**src/rtl/psum_drain_pkg.sv**
```systemverilog
// Shared definitions for the partial-sum drain block.
//   state_t     : drain FSM states
//   DEF_OWIDTH  : default requantized element width
//   DEF_PACK    : default elements per output word
package psum_drain_pkg;

  typedef enum logic [1:0] {
    IDLE  = 2'd0,
    RUN   = 2'd1,
    FLUSH = 2'd2,
    DONE  = 2'd3
  } state_t;

  localparam int DEF_OWIDTH = 8;
  localparam int DEF_PACK   = 4;

endpackage

```
**src/rtl/psum_requant.sv**
```systemverilog
// Requantization stage: ReLU, round-half-up bias, arithmetic right shift and
// signed saturation, registered as a single pipeline stage.
// Ports:
//   clk, rst           clock, async active-high reset
//   in_valid, in_last  element present / element closes the pass
//   din                signed accumulated sum
//   shift, relu_en     requantization controls (already latched by caller)
//   q_valid, q_last    registered copies of in_valid / in_last
//   q                  registered saturated element
module psum_requant #(
  parameter int DWIDTH = 32,
  parameter int OWIDTH = 8
) (
  input  logic                     clk,
  input  logic                     rst,
  input  logic                     in_valid,
  input  logic                     in_last,
  input  logic signed [DWIDTH-1:0] din,
  input  logic [4:0]               shift,
  input  logic                     relu_en,
  output logic                     q_valid,
  output logic                     q_last,
  output logic [OWIDTH-1:0]        q
);

  // Saturation bounds expressed at the DWIDTH+1 working width.
  localparam logic signed [DWIDTH:0] QMAX =
    $signed({{(DWIDTH-OWIDTH+2){1'b0}}, {(OWIDTH-1){1'b1}}});
  localparam logic signed [DWIDTH:0] QMIN =
    $signed({{(DWIDTH-OWIDTH+2){1'b1}}, {(OWIDTH-1){1'b0}}});

  logic signed [DWIDTH:0] ext, bias, sum, shd, sat;

  always_comb begin
    bias = '0;
    if (shift != 5'd0) bias = $signed({{DWIDTH{1'b0}}, 1'b1} << (shift - 5'd1));
    // ReLU zeroes the value before rounding; 0 + bias always shifts back to 0.
    ext = (relu_en && din[DWIDTH-1]) ? '0 : {din[DWIDTH-1], din};
    // One extra bit keeps the bias add from wrapping near +max.
    sum = ext + bias;
    shd = sum >>> shift;
    if (shd > QMAX)      sat = QMAX;
    else if (shd < QMIN) sat = QMIN;
    else                 sat = shd;
  end

  always_ff @(posedge clk or posedge rst) begin
    if (rst) begin
      q_valid <= 1'b0;
      q_last  <= 1'b0;
      q       <= '0;
    end else begin
      q_valid <= in_valid;
      q_last  <= in_valid & in_last;
      if (in_valid) q <= sat[OWIDTH-1:0];
    end
  end

endmodule

```
**src/rtl/psum_drain.sv**
```systemverilog
// Partial-sum drain: accepts a burst of accumulated results, requantizes each,
// packs PACK elements little-endian into a word and queues words with their
// output-buffer address in a first-word-fall-through FIFO.
// Ports:
//   clk, rst                      clock, async active-high reset
//   start, base_addr, out_len,    pass configuration, latched on start in IDLE
//   shift, relu_en
//   result_valid, result          incoming results, no backpressure
//   out_valid/out_ready           output word handshake
//   out_addr, out_data, out_strb  word address, packed data, lane mask
//   busy, done                    FSM status, done is a one-cycle pulse
//   err_ovf, err_unexp            sticky errors, cleared by start or rst
module psum_drain
  import psum_drain_pkg::*;
#(
  parameter int DWIDTH = 32,
  parameter int OWIDTH = DEF_OWIDTH,
  parameter int PACK   = DEF_PACK,
  parameter int AWIDTH = 10,
  parameter int FDEPTH = 4
) (
  input  logic                     clk,
  input  logic                     rst,
  input  logic                     start,
  input  logic [AWIDTH-1:0]        base_addr,
  input  logic [15:0]              out_len,
  input  logic [4:0]               shift,
  input  logic                     relu_en,
  input  logic                     result_valid,
  input  logic signed [DWIDTH-1:0] result,
  output logic                     out_valid,
  input  logic                     out_ready,
  output logic [AWIDTH-1:0]        out_addr,
  output logic [OWIDTH*PACK-1:0]   out_data,
  output logic [PACK-1:0]          out_strb,
  output logic                     busy,
  output logic                     done,
  output logic                     err_ovf,
  output logic                     err_unexp
);

  localparam int LW = (PACK > 1) ? $clog2(PACK) : 1;
  localparam int PW = $clog2(FDEPTH);
  localparam int WW = OWIDTH * PACK;

  state_t      state;
  logic [15:0] cnt, len_q;
  logic [4:0]  shift_q;
  logic        relu_q;

  logic start_go, accept, last, drained;

  assign start_go = (state == IDLE) && start;
  assign accept   = (state == RUN) && result_valid;
  assign last     = accept && ((cnt + 16'd1) == len_q);

  // ---------------- FSM ----------------
  always_ff @(posedge clk or posedge rst) begin
    if (rst) begin
      state     <= IDLE;
      cnt       <= '0;
      len_q     <= '0;
      shift_q   <= '0;
      relu_q    <= 1'b0;
      err_unexp <= 1'b0;
    end else begin
      if (result_valid && state != RUN) err_unexp <= 1'b1;
      case (state)
        IDLE: if (start) begin
          len_q     <= out_len;
          shift_q   <= shift;
          relu_q    <= relu_en;
          cnt       <= '0;
          err_unexp <= 1'b0;
          state     <= (out_len == 16'd0) ? DONE : RUN;
        end
        RUN: if (result_valid) begin
          cnt <= cnt + 16'd1;
          if (last) state <= FLUSH;
        end
        FLUSH: if (drained) state <= DONE;
        DONE:  state <= IDLE;
        default: state <= IDLE;
      endcase
    end
  end

  assign busy = (state != IDLE);
  assign done = (state == DONE);

  // ---------------- requant stage ----------------
  logic              rq_valid, rq_last;
  logic [OWIDTH-1:0] rq_q;

  psum_requant #(.DWIDTH(DWIDTH), .OWIDTH(OWIDTH)) u_requant (
    .clk     (clk),
    .rst     (rst),
    .in_valid(accept),
    .in_last (last),
    .din     (result),
    .shift   (shift_q),
    .relu_en (relu_q),
    .q_valid (rq_valid),
    .q_last  (rq_last),
    .q       (rq_q)
  );

  // ---------------- pack stage ----------------
  logic [LW-1:0]     lane;
  logic [WW-1:0]     pack_data, merged_data, word_data;
  logic [PACK-1:0]   pack_strb, merged_strb, word_strb;
  logic [AWIDTH-1:0] next_addr, word_addr;
  logic              word_vld;

  always_comb begin
    merged_data = pack_data;
    merged_strb = pack_strb;
    for (int k = 0; k < PACK; k++) begin
      if (lane == LW'(k)) begin
        merged_data[k*OWIDTH +: OWIDTH] = rq_q;
        merged_strb[k]                  = 1'b1;
      end
    end
  end

  // A word closes on the last lane or on the pass's last element; it sits in
  // word_* for exactly one cycle while the FIFO push is attempted.
  always_ff @(posedge clk or posedge rst) begin
    if (rst) begin
      lane      <= '0;
      pack_data <= '0;
      pack_strb <= '0;
      word_vld  <= 1'b0;
      word_data <= '0;
      word_strb <= '0;
      word_addr <= '0;
      next_addr <= '0;
    end else begin
      word_vld <= 1'b0;
      if (start_go) begin
        lane      <= '0;
        pack_data <= '0;
        pack_strb <= '0;
        next_addr <= base_addr;
      end else if (rq_valid) begin
        if (rq_last || lane == LW'(PACK-1)) begin
          word_vld  <= 1'b1;
          word_data <= merged_data;
          word_strb <= merged_strb;
          word_addr <= next_addr;
          next_addr <= next_addr + AWIDTH'(1);
          lane      <= '0;
          pack_data <= '0;
          pack_strb <= '0;
        end else begin
          lane      <= lane + LW'(1);
          pack_data <= merged_data;
          pack_strb <= merged_strb;
        end
      end
    end
  end

  // ---------------- output FIFO ----------------
  logic [WW-1:0]     mem_data [FDEPTH];
  logic [AWIDTH-1:0] mem_addr [FDEPTH];
  logic [PACK-1:0]   mem_strb [FDEPTH];
  logic [PW-1:0]     wr_ptr, rd_ptr;
  logic [PW:0]       count;
  logic              full, push, pop;

  assign full = (count == (PW+1)'(FDEPTH));
  assign pop  = (count != '0) && out_ready;
  // A pop in the same cycle frees the slot, so a full FIFO still accepts.
  assign push = word_vld && (!full || pop);

  always_ff @(posedge clk) begin
    if (push) begin
      mem_data[wr_ptr] <= word_data;
      mem_addr[wr_ptr] <= word_addr;
      mem_strb[wr_ptr] <= word_strb;
    end
  end

  always_ff @(posedge clk or posedge rst) begin
    if (rst) begin
      wr_ptr  <= '0;
      rd_ptr  <= '0;
      count   <= '0;
      err_ovf <= 1'b0;
    end else begin
      if (push) wr_ptr <= wr_ptr + PW'(1);
      if (pop)  rd_ptr <= rd_ptr + PW'(1);
      case ({push, pop})
        2'b10:   count <= count + (PW+1)'(1);
        2'b01:   count <= count - (PW+1)'(1);
        default: count <= count;
      endcase
      if (start_go)               err_ovf <= 1'b0;
      else if (word_vld && !push) err_ovf <= 1'b1;
    end
  end

  assign drained = !rq_valid && (lane == '0) && !word_vld && (count == '0);

  // Storage is not reset, so the head entry is masked until it is valid.
  assign out_valid = (count != '0);
  assign out_data  = out_valid ? mem_data[rd_ptr] : '0;
  assign out_addr  = out_valid ? mem_addr[rd_ptr] : '0;
  assign out_strb  = out_valid ? mem_strb[rd_ptr] : '0;

endmodule

```
**config.mk**
```make
export PLATFORM = sky130hd
export DESIGN_NAME = psum_drain
export DESIGN_NICKNAME = d
export VERILOG_FILES = /design/src/rtl/psum_drain_pkg.sv /design/src/rtl/psum_requant.sv /design/src/rtl/psum_drain.sv
export SDC_FILE = /design/constraint.sdc
export NUM_CORES = 1
export LEC_CHECK = 0
export ABC_AREA = 0
export BUFFER_PORTS_ARGS = -buffer_cell sky130_fd_sc_hd__buf_4
export CAP_MARGIN = 20
export CORE_MARGIN = 2
export CORE_UTILIZATION = 46
export DETAILED_ROUTE_END_ITERATION = 10
export PLACE_DENSITY_LB_ADDON = 0.2
export SLEW_MARGIN = 20
export SYNTH_ARGS = -nofsm -noshare
export SYNTH_HDL_FRONTEND = slang
export SYNTH_HIERARCHICAL = 1
export SYNTH_SLANG_ARGS = --single-unit
```
**constraint.sdc**
```tcl
create_clock -name clk -period 15.6 [get_ports clk]
set_input_delay 0.78 -clock clk [delete_from_list [all_inputs] [get_ports clk]]
set_output_delay 0.78 -clock clk [all_outputs]
set_load 0.02 [all_outputs]
```
After elaboration in Yosys (flattened, before gate mapping)
Memory sizes are Yosys's and may differ from the RTL's.
Cells that the tools add are included.
Cells by class
  add/sub/neg operators: 9
  $mul: 0
  div/mod/pow operators: 0
  order comparisons: 2
  equality and inequality tests: 15
  shift-type cells: 2
  mux-type cells: 47
  bitwise logic cells: 2
  reductions and logical operators: 34
Operator list (number)
  32-bit two-way mux: 4
  33-bit two-way mux: 2
  8-bit two-way mux: 6
  10-bit two-way mux: 4
  33-bit adder: 1
  33-bit by 8-bit greater-than comparator with 1-bit output, second input constant: 1
  33-bit by 8-bit less-than comparator with 1-bit output, second input constant: 1
  1-bit by 5-bit << shifter with 33-bit output, first input constant: 1
  33-bit by 5-bit >>> shifter with 33-bit output: 1
  16-bit two-way mux: 2
  16-bit one-hot mux with 2 select lines: 1
  16-bit by 1-bit adder with 16-bit output, second input constant: 1
  16-bit == test: 1
  16-bit zero test: 1
  2-bit two-way mux: 8
  4-bit two-way mux: 4
  1-bit two-way mux: 14
  2-bit nonzero test: 6
  1-bit logical AND: 11
  10-bit by 1-bit adder with 10-bit output, second input constant: 1
  2-bit == test, second input constant: 5
  2-bit one-hot mux with 4 select lines: 1
  2-bit by 1-bit adder with 2-bit output, second input constant: 3
  2-bit by 1-bit == test with 1-bit output, second input constant: 3
  other kinds (18): 28
Word-level totals
  register bits after elaboration: 154
  latch bits: 0
  memory bits (writable): 184
  bits in read-only memories: 0
  logic and storage cells: 135
  memories kept: 3
Memory list
  mem_data: words 4, bits a word 32, rd ports 1, clocked after memory_dff 0, write ports 1, line psum_drain.sv:165  | logic [WW-1:0] mem_data [FDEPTH];
  mem_addr: words 4, bits a word 10, rd ports 1, clocked after memory_dff 0, write ports 1, line psum_drain.sv:166  | logic [AWIDTH-1:0] mem_addr [FDEPTH];
  mem_strb: words 4, bits a word 4, rd ports 1, clocked after memory_dff 0, write ports 1, line psum_drain.sv:167  | logic [PACK-1:0] mem_strb [FDEPTH];

Logic depth before layout (Yosys ltp)
  depth after elaboration: 8
  mapped depth: 24
  depth with buffers taken out: 19

Hierarchy
The synthesis kept the hierarchy.
By module, submodules not included
  psum_drain: instances 1, cells an instance 950, area each 13898.3 µm²
  psum_requant: instances 1, cells an instance 830, area each 5382.7 µm²

Worst setup path after synthesis
OpenSTA, ideal clock, no wires.
  path kind: reg-to-reg
  start point: reg shift_q[0]
  end point: reg u_requant.q[4]
  arrival: 6017 ps
  path slack: 9482 ps
  cell stages (with the launch flop): 22
  path buffers: 6
  cells stage by stage: dfrtp_1 > clkbuf_1 > clkbuf_1 > clkbuf_1 > buf_1 > clkbuf_1 > nor3_1 > ha_1 > buf_6 > and2_4 > and3_1 > a221o_1 > a311o_1 > or4_4 > o31a_1 > mux2_4 > mux4_2 > mux2_4 > a2111oi_4 > nand4bb_1 > o41a_1 > o32ai_1
On the way
  word-level cells in the longest chain between the ends: 8
  elaborated cells on any way between the ends: 10
  those cells by class: add/sub (2); order compare (2); shift (2); mux (3); reduce/logical (1)
RTL lines
  start: declaration: line psum_drain.sv:48  | logic [4:0] shift_q;
  start signal: assignment: line psum_drain.sv:71  | shift_q <= shift;
  5-bit by 1-bit subtractor with 5-bit output: line psum_requant.sv:36  | if (shift != 5'd0) bias = $signed({{DWIDTH{1'b0}}, 1'b1} << (shift - 5'd1));
  1-bit by 5-bit << shifter with 33-bit output: line psum_requant.sv:36
  33-bit two-way mux: line psum_requant.sv:36
  33-bit adder: line psum_requant.sv:40  | sum = ext + bias;
  33-bit by 5-bit >>> shifter with 33-bit output (*): line psum_requant.sv:41  | shd = sum >>> shift;
  33-bit by 8-bit less-than comparator with 1-bit output: line psum_requant.sv:43  | else if (shd < QMIN) sat = QMIN;
  8-bit two-way mux: line psum_requant.sv:43
  8-bit two-way mux (*): line psum_requant.sv:42  | if (shd > QMAX) sat = QMAX;
  end signal: assignment: line psum_requant.sv:55  | if (in_valid) q <= sat[OWIDTH-1:0];
  end: declaration: line psum_requant.sv:23  | output logic [OWIDTH-1:0] q
Every way passes the cells marked *; elsewhere a longest branch is shown, timed or not.
A chain may end at the register's enable or synchronous reset.

Worst setup path in the final report
  start point: reg shift_q[3]
  end point: reg u_requant.q[2]
Same word-level chain as after synthesis.

==> Implementation_results.wiki <==
{| class="wikitable"
! Metric !! Value
|-
| Die outline area || 43600 um^2
|-
| Number of synthesized flops with an enable pin || 184
|-
| Final worst path period share || 46.3%
|-
| Pin count of the biggest net entering global routing || 78
|-
| Post-route cell area || 21800 um^2
|-
| Die Span Y || 209 um
|-
| Buffers plus inverters on the worst setup path || 2
|-
| Worst path slowest cell || sky130_fd_sc_hd__nor2_1
|-
| Critical Path, Cell by Cell || buf_4 > inv_1 > nor2_1 > nand2_1 > nor2_1 > ha_1 > a21oi_1 > a21bo_2 > nor4b_1 > a31oi_1 > or4_1 > nand2_1 > a2bb2oi_1 > o2bb2ai_1 > nor4_1 > nand4_1 > a2111oi_0 > and4_1 > o22ai_1
|-
| Die extent in x || 209 um
|-
| Multiplexer share of the synthesized area || 11.3%
|-
| Detailed Routing Iterations Pass 1 || 7
|-
| Number of placed I/O pins || 120
|-
| Outcome || complete, no violations
|-
| Global-route wire length before repair || 81800 um
|-
| Total placed instance area || 20500 um^2
|-
| Vias in the first global route || 14400
|-
| Net switching share of the total power || 41.7%
|-
| Crit end category || register
|-
| Number of nets in the layout || 1961
|-
| Total negative setup slack || 0 ns
|-
| Max Buffers Root-to-Sink || 3
|-
| Routed via count divided by cell count || 5.98
|-
| Average instance area after synthesis || 10.8 um^2
|-
| Row count || 75
|-
| Detail Route Antenna Nets || 0
|-
| Fin. Hold Viols || 0
|-
| Proportion of power drawn by the clock network || 21.1%
|-
| Startpoint type of the worst setup path || register
|-
| Number of gates given a new drive strength after cts || 0
|-
| Detailed router's first-iteration violation count || 959
|-
| Power share of the combinational group || 48.7%
|-
| Clk_skew || 0.0184 ns
|-
| Hold Buf Count CTS || 0
|-
| Synth Instances || 1780
|-
| Fin crit period || 7.23 ns
|-
| GR met1 Demand/Resource || 32.0%
|-
| Clock tree from TritonCTS || built
|-
| Most frequent cell after synthesis || sky130_fd_sc_hd__nand2_1
|-
| M3 GR Usage || 3.07%
|-
| Clock buffer count from CTS || 36
|-
| Total area of sequential cells || 9380 um^2
|-
| Normalized max-slew margin || 27.2%
|-
| Final-layout worst hold slack || 0.255 ns
|-
| XOR/XNOR Fraction of Synth Area || 2.73%
|-
| Final global-route overflow total || 0
|-
| Cell types with the highest counts after synthesis || 187 x sky130_fd_sc_hd__nand2_1, 184 x sky130_fd_sc_hd__edfxtp_1, 154 x sky130_fd_sc_hd__dfrtp_1, 136 x sky130_fd_sc_hd__nor2_1, 108 x sky130_fd_sc_hd__o21ai_0
|-
| Slew at the pin closest to its max-slew limit || 1.09 ns
|-
| Final-report max-slew violation count || 0
|-
| Worst Path Required || 16.01 ns
|-
| Number of diodes || 0
|-
| Max H-tree Level || 2
|-
| Starting density of the core || 46.3%
|-
| Dominant combinational cell family by area after synthesis || simple AND/OR/NAND/NOR gates
|-
| Number of storage elements in the synthesis netlist || 338
|-
| Synthesized Nets || 1899
|-
| GRT Max-Usage Layer || met2
|-
| Top cell type by total area after synthesis || sky130_fd_sc_hd__edfxtp_1
|-
| Global-route track usage on met2 || 39.7%
|-
| Proportion of netlist area held by the largest area contributor || 28.7%
|-
| Fraction of layout instances using a drive strength above 1 || 17.2%
|-
| Delay-heaviest family, CP || simple AND/OR/NAND/NOR gates
|-
| Ranking of synthesized cells by area || sky130_fd_sc_hd__edfxtp_1 29%, sky130_fd_sc_hd__dfrtp_1 20%, sky130_fd_sc_hd__mux4_2 5.8%, sky130_fd_sc_hd__nand2_1 3.6%, sky130_fd_sc_hd__mux2i_1 3.2%
|-
| Core box area || 41700 um^2
|-
| Final weighted congestion in routability-driven placement || 0.932
|-
| Reg power frac || 30.2%
|-
| Post-CTS setup buffers || 0
|-
| Arithmetic-cell share of the synthesized area counting full adders, half adders and majority gates || 3.32%
|-
| Antenna violations before repair || 0
|-
| WP data arrival || 7.64 ns
|-
| Count of different cell masters after synthesis || 99
|-
| PD cells || 193 nW/um^2
|-
| Max rail drop VDD || 0.000138 V
|-
| Clock-pin slew reported for the worst setup and hold paths after clock tree synthesis || 0.06 ns
|-
| Share of synthesized area occupied by flip-flops and latches || 48.6%
|-
| Overall via count from detail_route || 14400
|-
| Yosys warnings || 6
|-
| Fraction of registers with async set or reset after synthesis || 45.6%
|-
| Synth-to-Final Area Change || 12.9%
|-
| Synthesized cell area || 19300 um^2
|-
| Number of buffer cells added on primary ports || 119
|-
| Max Fanout on Critical Path || 31
|-
| Min-delay worst type || in2async
|-
| Cell leakage power || 8.58 nW
|-
| Remaining DRCs || 0
|-
| Overall fraction of global-route tracks in use || 23.7%
|-
| Compound-Gate Fraction of Synth Area || 14.8%
|-
| Switching power || 1.75 mW
|-
| Max Clock Freq || 138 MHz
|-
| Clock Tree Root || sky130_fd_sc_hd__clkbuf_16
|-
| Total Routed Length || 51400 um
|-
| Sink count of the clock tree || 338
|-
| Most instantiated flip-flop cell in the synthesis netlist || sky130_fd_sc_hd__edfxtp_1
|-
| Setup Crit Path Kind || reg2reg
|-
| RSZ-0062 raised after global routing || false
|-
| Source-to-sink clock delay at the later pin of the worst-skew pair || 0.55 ns
|-
| Number of fillers in the final layout || 3727
|-
| Count of final setup violators || 0
|-
| Simple-gate portion of the synthesized area || 15.9%
|-
| HPWL after DPL || 36200 um
|-
| Area occupied by multi-input gates || 9280 um^2
|-
| Internal power component || 2.45 mW
|-
| Max-cap violations || 0
|-
| Routed WL per cell || 21.3 um
|-
| Biggest cell delay along the critical path || 0.86 ns
|}
-- metrics by stage --
step / setup WS (ns) / utilization [%] / total power [mW] / std cells
after floorplan: 9.48 / - / 2.67 / 1780
after global placement: 8.63 / 49.3 / 3.30 / 2343
after detailed placement: 8.56 / 49.3 / 3.31 / 2343
after CTS: 8.53 / 52.2 / 4.21 / 2408
after global routing: 7.85 / 52.2 / 4.45 / 2408
final: 8.37 / 52.2 / 4.20 / 2408
-- cells by family after synthesis --
| logic type | after synthesis |
|---|---|
| AOI/OAI and AO/OA | 421 |
| other | 1 |
| and+or+nand+nor | 607 |
| muxes | 150 |
| adders and majority gates | 50 |
| buffers and inverters | 153 |
| xor gates and xnor gates | 60 |
| DFF | 338 |
-- path summary, 6_finish.rpt --
path	startpoint	cells after the start	slack (ns)	end
worst max-delay path	shift_q[3]	19	8.37	u_requant/q[2]
worst min-delay path	rst	2	0.25	u_requant/q_last
worst max register to register	shift_q[3]	19	8.37	u_requant/q[2]
worst min register to register	count[2]	1	0.48	count[2]
max in group asynchronous	rst	3	13.82	rd_ptr[0]
min in group clk	relu_en	2	0.47	relu_q
-- sequential cells by signal (all words and copies together) (netlist names), 5 cells and up --
name         count
mem_data       128
mem_addr        40
pack_data       32
word_data       32
cnt             16
len_q           16
mem_strb        16
next_addr       10
word_addr       10
u_requant/q      8
shift_q          5
-- final cells by class --
type                    count  share of cell area (%)
flip-flops and latches    338                    43.1
multi-input cells        1289                    42.6
well taps                 539                    3.10
clock buffers              52                    4.63
repair buffers            139                    4.80
inverters                  38                   0.679
clock inverters            13                    1.04
-- power groups by stage --
| stage | combinational (mW) | clock (mW) | sequential, mW |
|---|---|---|---|
| after floorplan | 1.45 | 0 | 1.23 |
| after global placement | 2.03 | 0 | 1.28 |
| after detailed placement | 2.03 | 0 | 1.29 |
| after CTS | 2.04 | 0.902 | 1.27 |
| after global routing | 2.21 | 0.941 | 1.29 |
| final | 2.04 | 0.885 | 1.27 |
-- per-layer routing --
layer  routed length (um)  up-vias
met2                24800      393
li1                     -     6794
met1                22900     7116
met3                 2080       96
met5                    0        -
met4                 1580        0
-- placed cells by master, fill, tap and decap left out, drive strengths merged, types with 28 or more instances in the layout --
cell type,synthesis,final
nand4,32,32
o21ai,121,121
dfrtp,154,154
inv,37,39
ha,48,48
nand2,187,187
mux2i,61,61
and2,97,97
mux4,50,50
a22o,28,28
buf,37,139
mux2,39,39
edfxtp,184,184
nand3,36,36
clkbuf,78,52
nor2,136,136
a21oi,81,81
nor3,31,31
a211oi,29,29
xnor2,38,38
-- worst reg2reg max path, stage by stage (launching register included) --
cell and delay [ns]:
sky130_fd_sc_hd__dfrtp_1 0.32, sky130_fd_sc_hd__buf_4 0.31, sky130_fd_sc_hd__inv_1 0.43, sky130_fd_sc_hd__nor2_1 0.86, sky130_fd_sc_hd__nand2_1 0.33, sky130_fd_sc_hd__nor2_1 0.17, sky130_fd_sc_hd__ha_1 0.35, sky130_fd_sc_hd__a21oi_1 0.28
sky130_fd_sc_hd__a21bo_2 0.19, sky130_fd_sc_hd__nor4b_1 0.72, sky130_fd_sc_hd__a31oi_1 0.36, sky130_fd_sc_hd__or4_1 0.63, sky130_fd_sc_hd__nand2_1 0.15, sky130_fd_sc_hd__a2bb2oi_1 0.32, sky130_fd_sc_hd__o2bb2ai_1 0.10, sky130_fd_sc_hd__nor4_1 0.52
sky130_fd_sc_hd__nand4_1 0.16, sky130_fd_sc_hd__a2111oi_0 0.38, sky130_fd_sc_hd__and4_1 0.40, sky130_fd_sc_hd__o22ai_1 0.12
Note: power is estimated with default switching activity, not from simulation.
